### config.mk
export PLATFORM = sky130hd
export DESIGN_NAME = alu_serial_ctrl
export DESIGN_NICKNAME = d
export VERILOG_FILES = /design/src/rtl/alu_pkg.sv /design/src/rtl/alu_slice.sv /design/src/rtl/alu_serial_ctrl.sv
export SDC_FILE = /design/constraint.sdc
export NUM_CORES = 1
export LEC_CHECK = 0
export BUFFER_PORTS_ARGS = -buffer_cell sky130_fd_sc_hd__buf_2
export CORE_UTILIZATION = 58
export DETAILED_ROUTE_END_ITERATION = 6
export PLACE_DENSITY_LB_ADDON = 0.15
export SYNTH_ARGS = -nofsm -noshare
export SYNTH_HDL_FRONTEND = slang
export SYNTH_SLANG_ARGS = --single-unit
export TNS_END_PERCENT = 10
### constraint.sdc
create_clock -name clk -period 6.5 [get_ports clk]
set_input_delay 1.3 -clock clk [delete_from_list [all_inputs] [get_ports clk]]
set_output_delay 1.3 -clock clk [all_outputs]
set_load 0.05 [all_outputs]
### src/rtl/alu_pkg.sv
// Shared opcode and FSM state definitions for the bit-serial ALU.
package alu_pkg;

    localparam logic [2:0] ALU_MOV = 3'b000;
    localparam logic [2:0] ALU_NOT = 3'b001;
    localparam logic [2:0] ALU_ADD = 3'b010;
    localparam logic [2:0] ALU_SUB = 3'b011;
    localparam logic [2:0] ALU_OR  = 3'b100;
    localparam logic [2:0] ALU_AND = 3'b101;
    localparam logic [2:0] ALU_SLT = 3'b110;
    localparam logic [2:0] ALU_ILL = 3'b111;

    typedef enum logic [1:0] {
        ST_IDLE = 2'b00,
        ST_RUN  = 2'b01,
        ST_DONE = 2'b10
    } state_t;

    function automatic logic is_subtract(input logic [2:0] sel);
        return (sel == ALU_SUB) || (sel == ALU_SLT);
    endfunction

endpackage

### src/rtl/alu_slice.sv
// One-bit ALU slice: full adder plus bitwise logic, selected by opcode.
module alu_slice
    import alu_pkg::*;
(
    input  logic       a,
    input  logic       b,
    input  logic       c_in,
    input  logic [2:0] select,
    output logic       r,
    output logic       c_out
);

    logic b_eff;
    logic sum;
    logic carry;

    // Subtraction and compare run as a + ~b + 1; the +1 comes from the preset carry.
    assign b_eff = is_subtract(select) ? ~b : b;
    assign sum   = a ^ b_eff ^ c_in;
    assign carry = (a & b_eff) | (c_in & (a ^ b_eff));

    always_comb begin
        r     = 1'b0;
        c_out = 1'b0;
        case (select)
            ALU_MOV: r = a;
            ALU_NOT: r = ~a;
            ALU_ADD, ALU_SUB, ALU_SLT: begin
                r     = sum;
                c_out = carry;
            end
            ALU_OR:  r = a | b;
            ALU_AND: r = a & b;
            default: r = 1'b0;
        endcase
    end

endmodule

### src/rtl/alu_serial_ctrl.sv
// Bit-serial ALU controller: latches a request, runs one slice per cycle LSB first,
// then presents a one-cycle response.
module alu_serial_ctrl
    import alu_pkg::*;
#(
    parameter int WIDTH = 8
) (
    input  logic             clk,
    input  logic             rst_n,
    input  logic             req_valid,
    output logic             req_ready,
    input  logic [2:0]       op,
    input  logic [WIDTH-1:0] a,
    input  logic [WIDTH-1:0] b,
    input  logic             abort,
    output logic             resp_valid,
    output logic [WIDTH-1:0] result,
    output logic             carry_out,
    output logic             op_err
);

    localparam int CW = $clog2(WIDTH + 1);
    localparam logic [CW-1:0] LAST_BIT = CW'(WIDTH - 1);

    state_t           state_q, state_d;
    logic [2:0]       op_q, op_d;
    logic [WIDTH-1:0] acc_q, acc_d;
    logic [WIDTH-1:0] b_q, b_d;
    logic             carry_q, carry_d;
    logic [CW-1:0]    cnt_q, cnt_d;
    logic [WIDTH-1:0] result_q, result_d;
    logic             carry_out_q, carry_out_d;
    logic             op_err_q, op_err_d;
    logic             resp_valid_q, resp_valid_d;

    logic             slice_r;
    logic             slice_c;
    logic [WIDTH-1:0] acc_shift;

    alu_slice u_slice (
        .a      (acc_q[0]),
        .b      (b_q[0]),
        .c_in   (carry_q),
        .select (op_q),
        .r      (slice_r),
        .c_out  (slice_c)
    );

    // Operand A shifts out at the bottom while result bits enter at the top,
    // so after WIDTH cycles the same register holds the full result.
    assign acc_shift = {slice_r, acc_q[WIDTH-1:1]};

    always_comb begin
        state_d      = state_q;
        op_d         = op_q;
        acc_d        = acc_q;
        b_d          = b_q;
        carry_d      = carry_q;
        cnt_d        = cnt_q;
        result_d     = result_q;
        carry_out_d  = carry_out_q;
        op_err_d     = op_err_q;
        resp_valid_d = 1'b0;
        case (state_q)
            ST_IDLE: begin
                if (req_valid) begin
                    state_d = ST_RUN;
                    op_d    = op;
                    acc_d   = a;
                    b_d     = b;
                    cnt_d   = '0;
                    carry_d = is_subtract(op);
                end
            end
            ST_RUN: begin
                if (abort) begin
                    state_d = ST_IDLE;
                end else begin
                    acc_d   = acc_shift;
                    b_d     = b_q >> 1;
                    carry_d = slice_c;
                    cnt_d   = cnt_q + 1'b1;
                    if (cnt_q == LAST_BIT) begin
                        state_d      = ST_DONE;
                        resp_valid_d = 1'b1;
                        op_err_d     = (op_q == ALU_ILL);
                        carry_out_d  = (op_q == ALU_ADD || op_q == ALU_SUB) ? slice_c : 1'b0;
                        case (op_q)
                            // Signed less-than: N xor V, with V from carry into and out of the MSB.
                            ALU_SLT: result_d = WIDTH'(slice_r ^ carry_q ^ slice_c);
                            ALU_ILL: result_d = '0;
                            default: result_d = acc_shift;
                        endcase
                    end
                end
            end
            ST_DONE: state_d = ST_IDLE;
            default: state_d = ST_IDLE;
        endcase
    end

    always_ff @(posedge clk or negedge rst_n) begin
        if (!rst_n) begin
            state_q      <= ST_IDLE;
            op_q         <= ALU_MOV;
            acc_q        <= '0;
            b_q          <= '0;
            carry_q      <= 1'b0;
            cnt_q        <= '0;
            result_q     <= '0;
            carry_out_q  <= 1'b0;
            op_err_q     <= 1'b0;
            resp_valid_q <= 1'b0;
        end else begin
            state_q      <= state_d;
            op_q         <= op_d;
            acc_q        <= acc_d;
            b_q          <= b_d;
            carry_q      <= carry_d;
            cnt_q        <= cnt_d;
            result_q     <= result_d;
            carry_out_q  <= carry_out_d;
            op_err_q     <= op_err_d;
            resp_valid_q <= resp_valid_d;
        end
    end

    assign req_ready  = (state_q == ST_IDLE);
    assign resp_valid = resp_valid_q;
    assign result     = result_q;
    assign carry_out  = carry_out_q;
    assign op_err     = op_err_q;

endmodule

Yosys cells after proc, flatten, opt, wreduce, memory -nomap -nowiden
Index checks and enable logic that the tools add are counted.
{ "word_totals": {"input_bits": 23, "output_inout_bits": 12, "register_bits": 37, "word_cells": 72} }
{ "classes": {"muxes": 24, "bitwise_logic": 12, "n_eq_ne": 14, "n_reduce_logical": 11, "n_addsub": 1} }
{ "op_table": {"columns": ["op", "n"], "rows": [
  ["8-bit case mux with 2 select lines", 3],
  ["8-bit two-way mux", 4],
  ["3-bit equality test (second input constant)", 5],
  ["3-bit by 2-bit equality test with 1-bit output (second input constant)", 3],
  ["1-bit two-way mux", 8],
  ["4-bit two-way mux", 2],
  ["4-bit case mux with 2 select lines", 1],
  ["2-bit two-way mux", 3],
  ["3-bit AND reduction", 2],
  ["1-bit case mux with 5 select lines", 1],
  ["4-bit by 1-bit adder with 4-bit output (second input constant)", 1],
  ["4-bit by 3-bit equality test with 1-bit output (second input constant)", 1],
  ["2-bit != test (second input constant)", 2],
  ["2-bit case mux with 2 select lines", 1],
  ["2-bit AND reduction", 2],
  ["1-bit XOR", 4],
  ["1-bit bitwise AND", 3],
  ["3-bit by 1-bit equality test with 1-bit output (second input constant)", 1],
  ["3-bit zero test", 1],
  ["1-bit logical OR", 3],
  ["3-bit != test (second input constant)", 1],
  ["1-bit inverter", 3],
  ["3-bit OR reduction", 1],
  ["2-bit by 1-bit equality test with 1-bit output (second input constant)", 1],
  ["other kinds (4)", 5]
]} }

Depth between registers and ports, before layout
Gate-level depths: netlist of the first run.
{ "depth": {"ltp_word": 9, "mapped_depth": 10, "mapped_depth_nobuf": 9} }

Hierarchy
Synthesis of the first run repeated with hierarchy kept, for this count alone.
{ "hier_totals": {"cells_unflattened": 182, "hier_area_um2": 1824.2} }
{ "by_module_without_submodules": {"columns": ["mod", "seq_area_each_um2", "area_per_inst_um2", "instances", "cells_each"], "rows": [
  ["alu_serial_ctrl", 925.9, 1725.4, 1, 167],
  ["alu_slice", 0.0, 98.8, 1, 15]
]} }

Worst setup path after synthesis of the first run
Ideal clock, no wire load.
{ "synth_path": {"path_kind": "reg-to-output", "startpoint": "register state_q[0]", "endpoint": "output req_ready", "path_stages_with_launch": 2, "required_ps": 5200, "arrival_ps": 1049, "setup_slack_ps": 4151, "n_path_buf": 0, "cell_sequence": "dfrtp_1 -> nor2_1"} }
{ "synth_between": {"elab_chain_cells": 1} }
{ "synth_rtl": {"columns": ["item", "line", "source"], "rows": [
  ["from (decl)", "alu_serial_ctrl.sv:25", "state_t state_q, state_d;"],
  ["from (signal assigned)", "alu_serial_ctrl.sv:115", "state_q <= state_d;"],
  ["2-bit zero test", "alu_serial_ctrl.sv:128", "assign req_ready = (state_q == ST_IDLE);"],
  ["to (decl)", "alu_serial_ctrl.sv:11", "output logic req_ready,"]
]} }
No other way between the ends.

Worst setup path after layout of the first run
{ "layout_path": {"startpoint": "input req_valid", "endpoint": "register b_q[1]"} }
{ "layout_between": {"elab_chain_cells": 2} }
{ "layout_rtl": {"columns": ["item", "line", "source"], "rows": [
  ["from (decl)", "alu_serial_ctrl.sv:10", "input logic req_valid,"],
  ["2-bit != test (no source line)", null, null],
  ["3-bit AND reduction (no source line)", null, null],
  ["to (signal assigned)", "alu_serial_ctrl.sv:107", "b_q <= '0;"],
  ["to (signal assigned)", "alu_serial_ctrl.sv:118", "b_q <= b_d;"],
  ["to (decl)", "alu_serial_ctrl.sv:28", "logic [WIDTH-1:0] b_q, b_d;"]
]} }
No other way between the ends.
A chain may end at the register's enable or synchronous reset.

==> results of run 1 <==
-- worst max-delay path: stages --
cell and delay [ps]:
buf_2 90, and2_1 230, nor2_2 810, o21ai_0 240
-- power by group through the flow --
stage               sequential, W  clock, W  combinational [W]
floorplan                0.000313         0           0.000139
global placement         0.000323         0           0.000157
detailed placement       0.000326         0           0.000167
CTS                      0.000322  0.000174           0.000168
global route             0.000329  0.000186           0.000190
finish                   0.000322  0.000170           0.000167
-- per-stage QoR --
stage / util / instances / setup WS (ps) / hold slack [ps] / cell area, µm²
final: 0.713 / 239 / 4010 / 472 / 2000
after global placement: 0.682 / 231 / 3700 / 446 / 1910
after CTS: 0.713 / 239 / 4020 / 477 / 2000
after floorplan: - / 176 / 4150 / 450 / 1760
after global routing: 0.713 / 239 / 3770 / 512 / 2000
after detailed placement: 0.682 / 231 / 3640 / 450 / 1910
-- how the worst min path moves through the flow --
| stage | start | endpoint | slack [ps] | cells after the start |
|---|---|---|---|---|
| final | result[6] | result[6] | 470 | 2 |
| after global routing | result[3] | result[3] | 510 | 2 |
| after CTS | result[3] | result[3] | 480 | 2 |
| after detailed placement | result[3] | result[3] | 450 | 2 |
| after global placement | result[4] | result[4] | 450 | 2 |
| after floorplan | b_q[1] | b_q[1] | 450 | 2 |
-- layer usage --
layer	up-vias	share of wire	GRT usage
met5	-	0	0
met4	0	0.021	0.0976
met3	6	0.041	0.0771
met2	34	0.48	0.360
met1	614	0.46	0.326
li1	664	-	-
-- area by class of cell --
cell class / instances / area share
inverter: 3 / 0.00563
sequential: 37 / 0.463
multi-input combinational: 126 / 0.383
clock buffer: 6 / 0.0256
clock inverter: 2 / 0.0188
tap: 31 / 0.0194
timing repair buffer: 34 / 0.0851
-- cell usage after synthesis, types with 2 or more instances --
cell type / instances
mux2_2: 2
inv_1: 2
buf_2: 6
nand2_1: 42
nand2b_1: 3
nand3_1: 10
nor3_1: 2
a22o_1: 2
o21ai_1: 2
dfrtp_1: 37
nor2_2: 2
a21oi_1: 4
xor2_1: 4
o21ai_0: 18
clkbuf_1: 2
mux2i_1: 14
nor2_1: 4
-- placed cells by master (no fill, tap or decap), drive strengths merged, types with 2 or more instances in the layout --
cell,n
nor3,2
nor2,6
nand2,43
nand3,10
clkbuf,6
inv,3
mux2,2
nand2b,3
and2,2
buf,34
o21ai,20
a22o,2
xor2,4
a21oi,4
dfrtp,37
mux2i,14
-- cell families after synthesis --
| group | synth area share |
|---|---|
| adder cells (fa/ha/maj) | 0.0185 |
| XOR/XNOR | 0.0249 |
| buffers and inverters | 0.0384 |
| AND/OR/NAND/NOR | 0.184 |
| flip-flops | 0.526 |
| multiplexers | 0.0925 |
| AO/OA/AOI/OAI | 0.115 |
-- state kept, by name, summed over array words and instances (netlist names) --
name / cells
op_err: 1
carry_q: 1
op_q: 3
state_q: 2
b_q: 8
result: 8
acc_q: 8
carry_out: 1
cnt_q: 4
resp_valid: 1
==> metrics.txt, run 1 <==
Power Total 0.000659 W; asr flop ratio synth 1.00; Inserted Clock Buffers 5; Core Box Area 2810 µm²; setup repair bufs after CTS 0; starting density of the core 0.627; worst r2r dst result[0]; Residual DRC 2; final setup violation count 0; CP Launch Point req_valid; largest net degree at the start of global routing 38; Layout area overhead 13.7%; Worst-Skew Late Latency 340 ps; Reg clk slew, reported paths 120 ps; switching fraction of total power 0.332; vias in the first global route 1266; Pint 0.000440 W; Max clock buf depth 2; fin crit share 0.383; drt wl/cell 13.7 µm; hpwl dp 2.33 mm; Period minus WS final 2490 ps; Netlist cell types 37; Reg power frac 0.489; CTS tree done; Worst Skew 12.1 ps; Cells after Synth 176; r2r worst-path depth 9; R2R Setup Slk 4210 ps; Overflow after GRT 0; port bufs 34; crit path capture type flop; Main synth FF type dfrtp_1; WL final 3.27 mm; hold buffer count at CTS 0; HP Class reg -> reg; initial antenna violation count 0; multi-input combinational cell area 766 µm²; root buffer cell clkbuf_4; sw power 0.000219 W; layout cells sized above 1 0.255; Final Max Tran Viols 0; Mean Syn Cell Area 10.0 µm²; Clock power frac 0.258; # clock sinks 37; nets 232; Synth Net Count 201; power per cell area 330 nW/µm²; First-pass DRT Iterations 6; Peak VDD IR 362 µV; layout filler cell count 233; final setup TNS 0 ps; largest cells by area after synthesis dfrtp_1 (53%), nand2_1 (9.0%), mux2i_1 (8.0%); Ports 35; Post-synth EDFFs 0; Logic pwr share 0.253; reg2reg start op_q[2]; chip width 57.1 µm; Crit Path Max Fanout 34; # diodes 0; die height 57.1 µm; mapped cell area 1760 µm²; failing checks DRC; Arrival @ worst endpoint 2680 ps; Seq cells post-synth 37; first-pass GRT wire length 5.76 mm; Seq. cell area 926 µm²; total track usage 0.240; critical path class in -> reg; H-tree Lvls 2; YS warnings 0; Synth top area share 0.526; die area 3260 µm²; Via Count 1318; initial DRC count 31; Critical Path End b_q[1]; Leakage 1.02 nW; Yosys top cell by area dfrtp_1; unrepaired setup endpoints after global routing false; Final Hold Viols 0; Worst EP required 6690 ps; Worst Setup Start Kind primary input; number of gates resized after cts 0; routed vias/inst 5.51; outcome complete, but fails checks; Slew @ Worst Pin 1110 ps; Slew HR 0.256; Final GP Congestion 0.752; max_cap viols 0; # rows 19; Antenna Nets Post-Route 0; fmax 0.402 GHz; Seq/Total Area, Yosys 0.526
Power figures use the tool's default switching activity.
==> run 2, diff against run 1 <==
--- a/config.mk
+++ b/config.mk
@@ -5,8 +5,9 @@
 export SDC_FILE = /design/constraint.sdc
 export NUM_CORES = 1
 export LEC_CHECK = 0
+export ABC_AREA = 1
 export BUFFER_PORTS_ARGS = -buffer_cell sky130_fd_sc_hd__buf_2
-export CORE_UTILIZATION = 58
+export CORE_UTILIZATION = 54
 export DETAILED_ROUTE_END_ITERATION = 6
 export PLACE_DENSITY_LB_ADDON = 0.15
 export SYNTH_ARGS = -nofsm -noshare
==> constraint.sdc (replaced) <==
create_clock -name clk -period 2.5 [get_ports clk]
set_input_delay 0.5 -clock clk [delete_from_list [all_inputs] [get_ports clk]]
set_output_delay 0.5 -clock clk [all_outputs]
set_load 0.05 [all_outputs]
==> metrics.txt, run 2 <==
drt wl/cell 12.3 µm (-10%); setup repair bufs after CTS 0 (unchanged); Max clock buf depth 2 (unchanged); Via Count 1464 (+11%); main combinational cell family by area after synthesis simple AND/OR/NAND/NOR gates; Final GP Congestion 0.821 (+9.2%); routed vias/inst 5.19 (-5.9%); power per cell area 808 nW/µm² (+150%); hpwl dp 2.49 mm (+6.7%); CP Launch Point op_q[2]; die height 59.3 µm (+3.8%); max_cap viols 0 (unchanged); synth cell count leaders nand2_1 (50), dfrtp_1 (37), inv_1 (24); Netlist cell types 30 (-19%); crit path capture type flop; most common cell after layout, fill and taps aside nand2_1; Setup WS post-layout 432 ps (-3580 ps); fin crit share 0.827; Seq/Total Area, Yosys 0.523 (-0.00335); initial DRC count 54 (+74%); chip width 59.3 µm (+3.8%); total track usage 0.224 (-0.0157); Worst-Skew Late Latency 340 ps (about the same); Slew @ Worst Pin 789 ps (-325 ps); Final Max Tran Viols 0 (unchanged); # diodes 0 (unchanged); Cells after Synth 203 (+15%); worst r2r dst result[0]; vias in the first global route 1341 (+5.9%); unrepaired setup endpoints after global routing false; Final Hold Viols 0 (unchanged); Slew HR 0.474 (+0.218); Main synth FF type dfrtp_1; R2R Setup Slk 430 ps (-3780 ps); Simple-Gate Fraction of Synth Area 0.199 (+0.0144); root buffer cell clkbuf_4; Placed Instances 274 (+19%); largest cells by area after synthesis dfrtp_1 (52%), nand2_1 (11%), o21ai_0 (5.9%); Crit Path Max Fanout 6 (-82%); fmax 0.484 GHz; die area 3510 µm² (+7.8%); number of gates resized after cts 0 (unchanged); Antenna Nets Post-Route 0 (unchanged); WL final 3.48 mm (+6.2%); starting density of the core 0.575 (-0.0519); layout filler cell count 283 (+21%); Overflow after GRT 0 (unchanged); Core Box Area 3080 µm² (+9.7%); r2r worst-path depth 10 (+1); multiplexer area fraction after synthesis 0 (-0.0925); Arrival @ worst endpoint 2340 ps (-340 ps); most frequent cell after synthesis nand2_1; final setup TNS 0 ps (unchanged); CTS tree done; Reg clk slew, reported paths 110 ps (about the same); YS warnings 0 (unchanged); Synth Area in XOR/XNOR 0.00989 (-0.0150); Mean Syn Cell Area 8.72 µm² (-13%); post-synthesis adder-cell area fraction 0.0184 (-0.000118); initial antenna violation count 0 (unchanged); # clock sinks 37 (unchanged); reg2reg start op_q[2]; Residual DRC 0 (-2); mapped cell area 1770 µm² (+0.64%); Seq cells post-synth 37 (unchanged); Post-synth EDFFs 0 (unchanged); nets 262 (+13%); most frequent cells in the layout nand2_1 (50), dfrtp_1 (37), buf_2 (34); Synth Net Count 228 (+13%); Leakage 1.05 nW (+2.7%); layout cells sized above 1 0.214 (-0.0405); Layout area overhead 14.1%; Peak VDD IR 418 µV (+16%); asr flop ratio synth 1.00 (unchanged); pre-CTS setup slack 481 ps (-3150 ps); First-pass DRT Iterations 4 (-2); Period minus WS final 2070 ps; outcome complete, no violations; HP Class in -> async; port bufs 34 (unchanged); Synth top area share 0.523 (-0.00335); Inserted Clock Buffers 5 (unchanged); Ports 35 (unchanged); final setup violation count 0 (unchanged); Yosys top cell by area dfrtp_1; first-pass GRT wire length 5.72 mm (-0.71%); hold buffer count at CTS 0 (unchanged); H-tree Lvls 2 (unchanged); Power Total 0.00163 W (+150%); Worst Skew 2.75 ps (-9.31 ps); Final Hold Slack 229 ps (-243 ps); non-filler instance count after layout 282 (+18%); # rows 20 (+1); Worst Setup Start Kind flop; critical path class reg -> reg; Synth Area in Compound Gates 0.162 (+0.0466); Worst EP required 2770 ps (-3920 ps); largest net degree at the start of global routing 38 (unchanged)
## run 2: changes by cell type after synthesis, sizes merged, moves of 6 or more
cell and change:
inv +24, o211ai +12, nor2 +6, nand2 +8, o21ai +8, mux2i -14
## run 2: how the worst max path moves through the flow
stage                      endpoint  slack (ps)  cells after the start
final                     result[0]         430                     10
after global routing      result[0]         240                     10
after CTS                 result[0]         440                     10
after detailed placement  result[0]         480                     10
after global placement    result[0]         650                     10
after floorplan            acc_q[7]         650                      6
## run 2: routing by layer
metal,share of wire,global-route usage,vias to the layer above
met3,0.060,0.0677,6
met1,0.42,0.264,682
met5,0,0,-
met2,0.51,0.377,44
li1,-,-,732
met4,0.010,0.0952,0
## run 2: per-stage QoR
| step | area (µm²) | util |
|---|---|---|
| after floorplan | 1770 | - |
| after global routing | 2020 | 0.657 |
| after CTS | 2020 | 0.657 |
| after global placement | 1950 | 0.634 |
| after detailed placement | 1950 | 0.634 |
| final | 2020 | 0.657 |
## run 2: worst max-delay path: stages, from the launching register on
cell and delay (ps):
dfrtp_1 420, nand2_1 190, nand2_1 80, a21oi_1 190, xor2_1 200, fa_1 440, nand3_1 120, nand2_1 90
nand2_1 70, nand3_1 70, a21oi_1 130
## run 2: area by class of cell
cell class	count	area (µm²)	share of cell area
sequential	37	926	0.458
timing repair buffer	35	178	0.0879
clock buffer	7	65.1	0.0322
tap	44	55.1	0.0272
multi-input combinational	131	688	0.341
clock inverter	1	5.00	0.00248
inverter	27	104	0.0514
## run 2: kinds of logic after synthesis
group	count (synthesis)
AOI/OAI and AO/OA	49
xor gates and xnor gates	2
adders and majority gates	2
buffers and inverters	35
DFF	37
and+or+nand+nor	78
## run 2: power by group
group	internal, W	switching (W)	total, W	leakage [nW]
clock network	0.000163	0.000194	0.000357	0.0413
logic	0.000163	0.000322	0.000486	0.541
registers	0.000719	0.0000716	0.000791	0.469
==> run 3, diff against run 2 <==
==> constraint.sdc (replaced) <==
create_clock -name clk -period 2 [get_ports clk]
set_input_delay 0.4 -clock clk [delete_from_list [all_inputs] [get_ports clk]]
set_output_delay 0.4 -clock clk [all_outputs]
set_load 0.05 [all_outputs]
==> metrics.txt, run 3 (same netlist as run 2, synthesis figures left out) <==
outcome complete, no violations; hpwl dp 2.57 mm (+3.2%); r2r worst-path depth 10 (unchanged); port bufs 34 (unchanged); Worst Setup Start Kind flop; Final Hold Slack 258 ps (+29.5 ps); die height 59.3 µm (unchanged); WL final 3.54 mm (+1.7%); Inserted Clock Buffers 5 (unchanged); starting density of the core 0.575 (unchanged); Worst-Skew Late Latency 350 ps (about the same); fin area 2100 µm² (+4.0%); power per cell area 1050 nW/µm² (+29%); CTS tree done; Placed Instances 279 (+1.8%); First-pass DRT Iterations 5 (+1); initial antenna violation count 0 (unchanged); crit-path cells nand2_1, nand2_1, a21oi_1, xor2_1, fa_2, nand3_2, nand2_2, nand2_1, nand3_1, a21oi_1; # rows 20 (unchanged); Overflow after GRT 0 (unchanged); Final Max Tran Viols 0 (unchanged); drt wl/cell 12.2 µm (-0.77%); max incr delay on CP 470 ps (+30 ps); Power Total 0.00220 W (+34%); CP Launch Point op_q[2]; cell mode on critical path nand2_1; Peak VDD IR 626 µV (+50%); Ports 35 (unchanged); vias in the first global route 1422 (+6.0%); Period minus WS final 1900 ps (-164 ps); Crit Path Max Fanout 4 (-2); multi-input combinational cell area 698 µm² (+1.5%); Worst EP required 2290 ps (-480 ps); Final Hold Viols 0 (unchanged); Leakage 1.09 nW (+3.6%); total track usage 0.239 (+0.0152); initial DRC count 61 (+13%); die area 3510 µm² (unchanged); nets 269 (+2.7%); Post-Route Utilization 0.683 (+0.0260); layout cells sized above 1 0.241 (+0.0265); first-pass GRT wire length 5.99 mm (+4.7%); R2R Setup Slk 100 ps (-340 ps); most common cell after layout, fill and taps aside nand2_1; final setup violation count 0 (unchanged); most frequent cells in the layout nand2_1 (49), dfrtp_1 (37), buf_2 (34); routed vias/inst 5.13 (-1.1%); critical path class reg -> reg; Core Box Area 3080 µm² (unchanged); # diodes 0 (unchanged); chip width 59.3 µm (unchanged); largest net degree at the start of global routing 30 (-21%); non-filler instance count after layout 289 (+2.5%); max_cap viols 0 (unchanged); Antenna Nets Post-Route 0 (unchanged); Residual DRC 0 (unchanged); layout filler cell count 286 (+1.1%); Final GP Congestion 0.789 (-3.9%); Via Count 1484 (+1.4%); H-tree Lvls 2 (unchanged); Seq. cell area 926 µm² (unchanged); Max clock buf depth 2 (unchanged); root buffer cell clkbuf_4; placed inst area 1990 µm² (+1.9%); slowest CP cell fa_2; Slew HR 0.661 (+0.187); Slew @ Worst Pin 508 ps (-281 ps); Reg clk slew, reported paths 120 ps (about the same); worst r2r dst result[0]; Worst Skew 11.5 ps (+8.70 ps); reg2reg start op_q[2]; Layout area overhead 18.7%; # clock sinks 37 (unchanged); fmax 0.525 GHz (+8.6%); HP Class in -> reg; Critical Path End result[0]; fin crit share 0.952 (+0.125); crit path capture type flop; Arrival @ worst endpoint 2190 ps (-150 ps)
[run 3: changes by cell type in the layout (fill, tap and decap cells not counted), sizes merged]
| cell | previous run | this run |
|---|---|---|
| buf | 35 | 41 |
| bufinv | 0 | 1 |
| clkinv | 1 | 0 |
| dlygate4sd3 | 0 | 1 |
[run 3: worst min-delay path by stage]
stage / to / slack, ps / depth (start not counted) / startpoint
after floorplan: acc_q[0] / 100 / 0 / rst_n
after global placement: acc_q[4] / 390 / 1 / rst_n
after detailed placement: result[4] / 390 / 1 / rst_n
after CTS: b_q[7] / 240 / 3 / b[7]
after global routing: b_q[7] / 260 / 3 / b[7]
final: b_q[7] / 260 / 3 / b[7]
[run 3: per-layer routing]
metal / part of all wire / global-route usage
met1: 0.45 / 0.279
met3: 0.037 / 0.0677
met2: 0.48 / 0.393
met5: 0 / 0
met4: 0.028 / 0.136
[run 3: per-stage QoR]
stage / setup WS, ps / TNS, ps
after floorplan: 145 / 0
after global placement: 228 / 0
after detailed placement: 145 / 0
after CTS: 112 / 0
after global routing: -27.2 / -27.2
final: 95.7 / 0
[run 3: what timing repair did]
item / 4_1_cts / 5_1_grt
hold buffers: 1 / 0
resized for setup: 0 / 3
endpoints found under the setup margin: 0 / 1
endpoints found under the hold margin: 9 / 0
buffers inserted: 0 / 1
[run 3: critical path: cells and delay by family (launching register included)]
kind / cells / cell delay (ps)
fa+ha+maj: 1 / 470
xor+xnor: 1 / 200
flops: 1 / 430
compound gates: 2 / 260
simple gates: 6 / 470
[run 3: area by class of cell]
cell class | count | share of cell area
multi-input cells | 131 | 0.332
clock inverters | 1 | 0.0143
clock buffers | 7 | 0.0262
inverters | 27 | 0.0494
flip-flops and latches | 37 | 0.441
repair buffers | 42 | 0.111
well taps | 44 | 0.0262
[run 3: report_power, final]
group / internal, W / switching, W
Sequential: 0.000899 / 0.0000875
Clock: 0.000298 / 0.000246
Combinational: 0.000240 / 0.000425
Total: 0.00144 / 0.000759
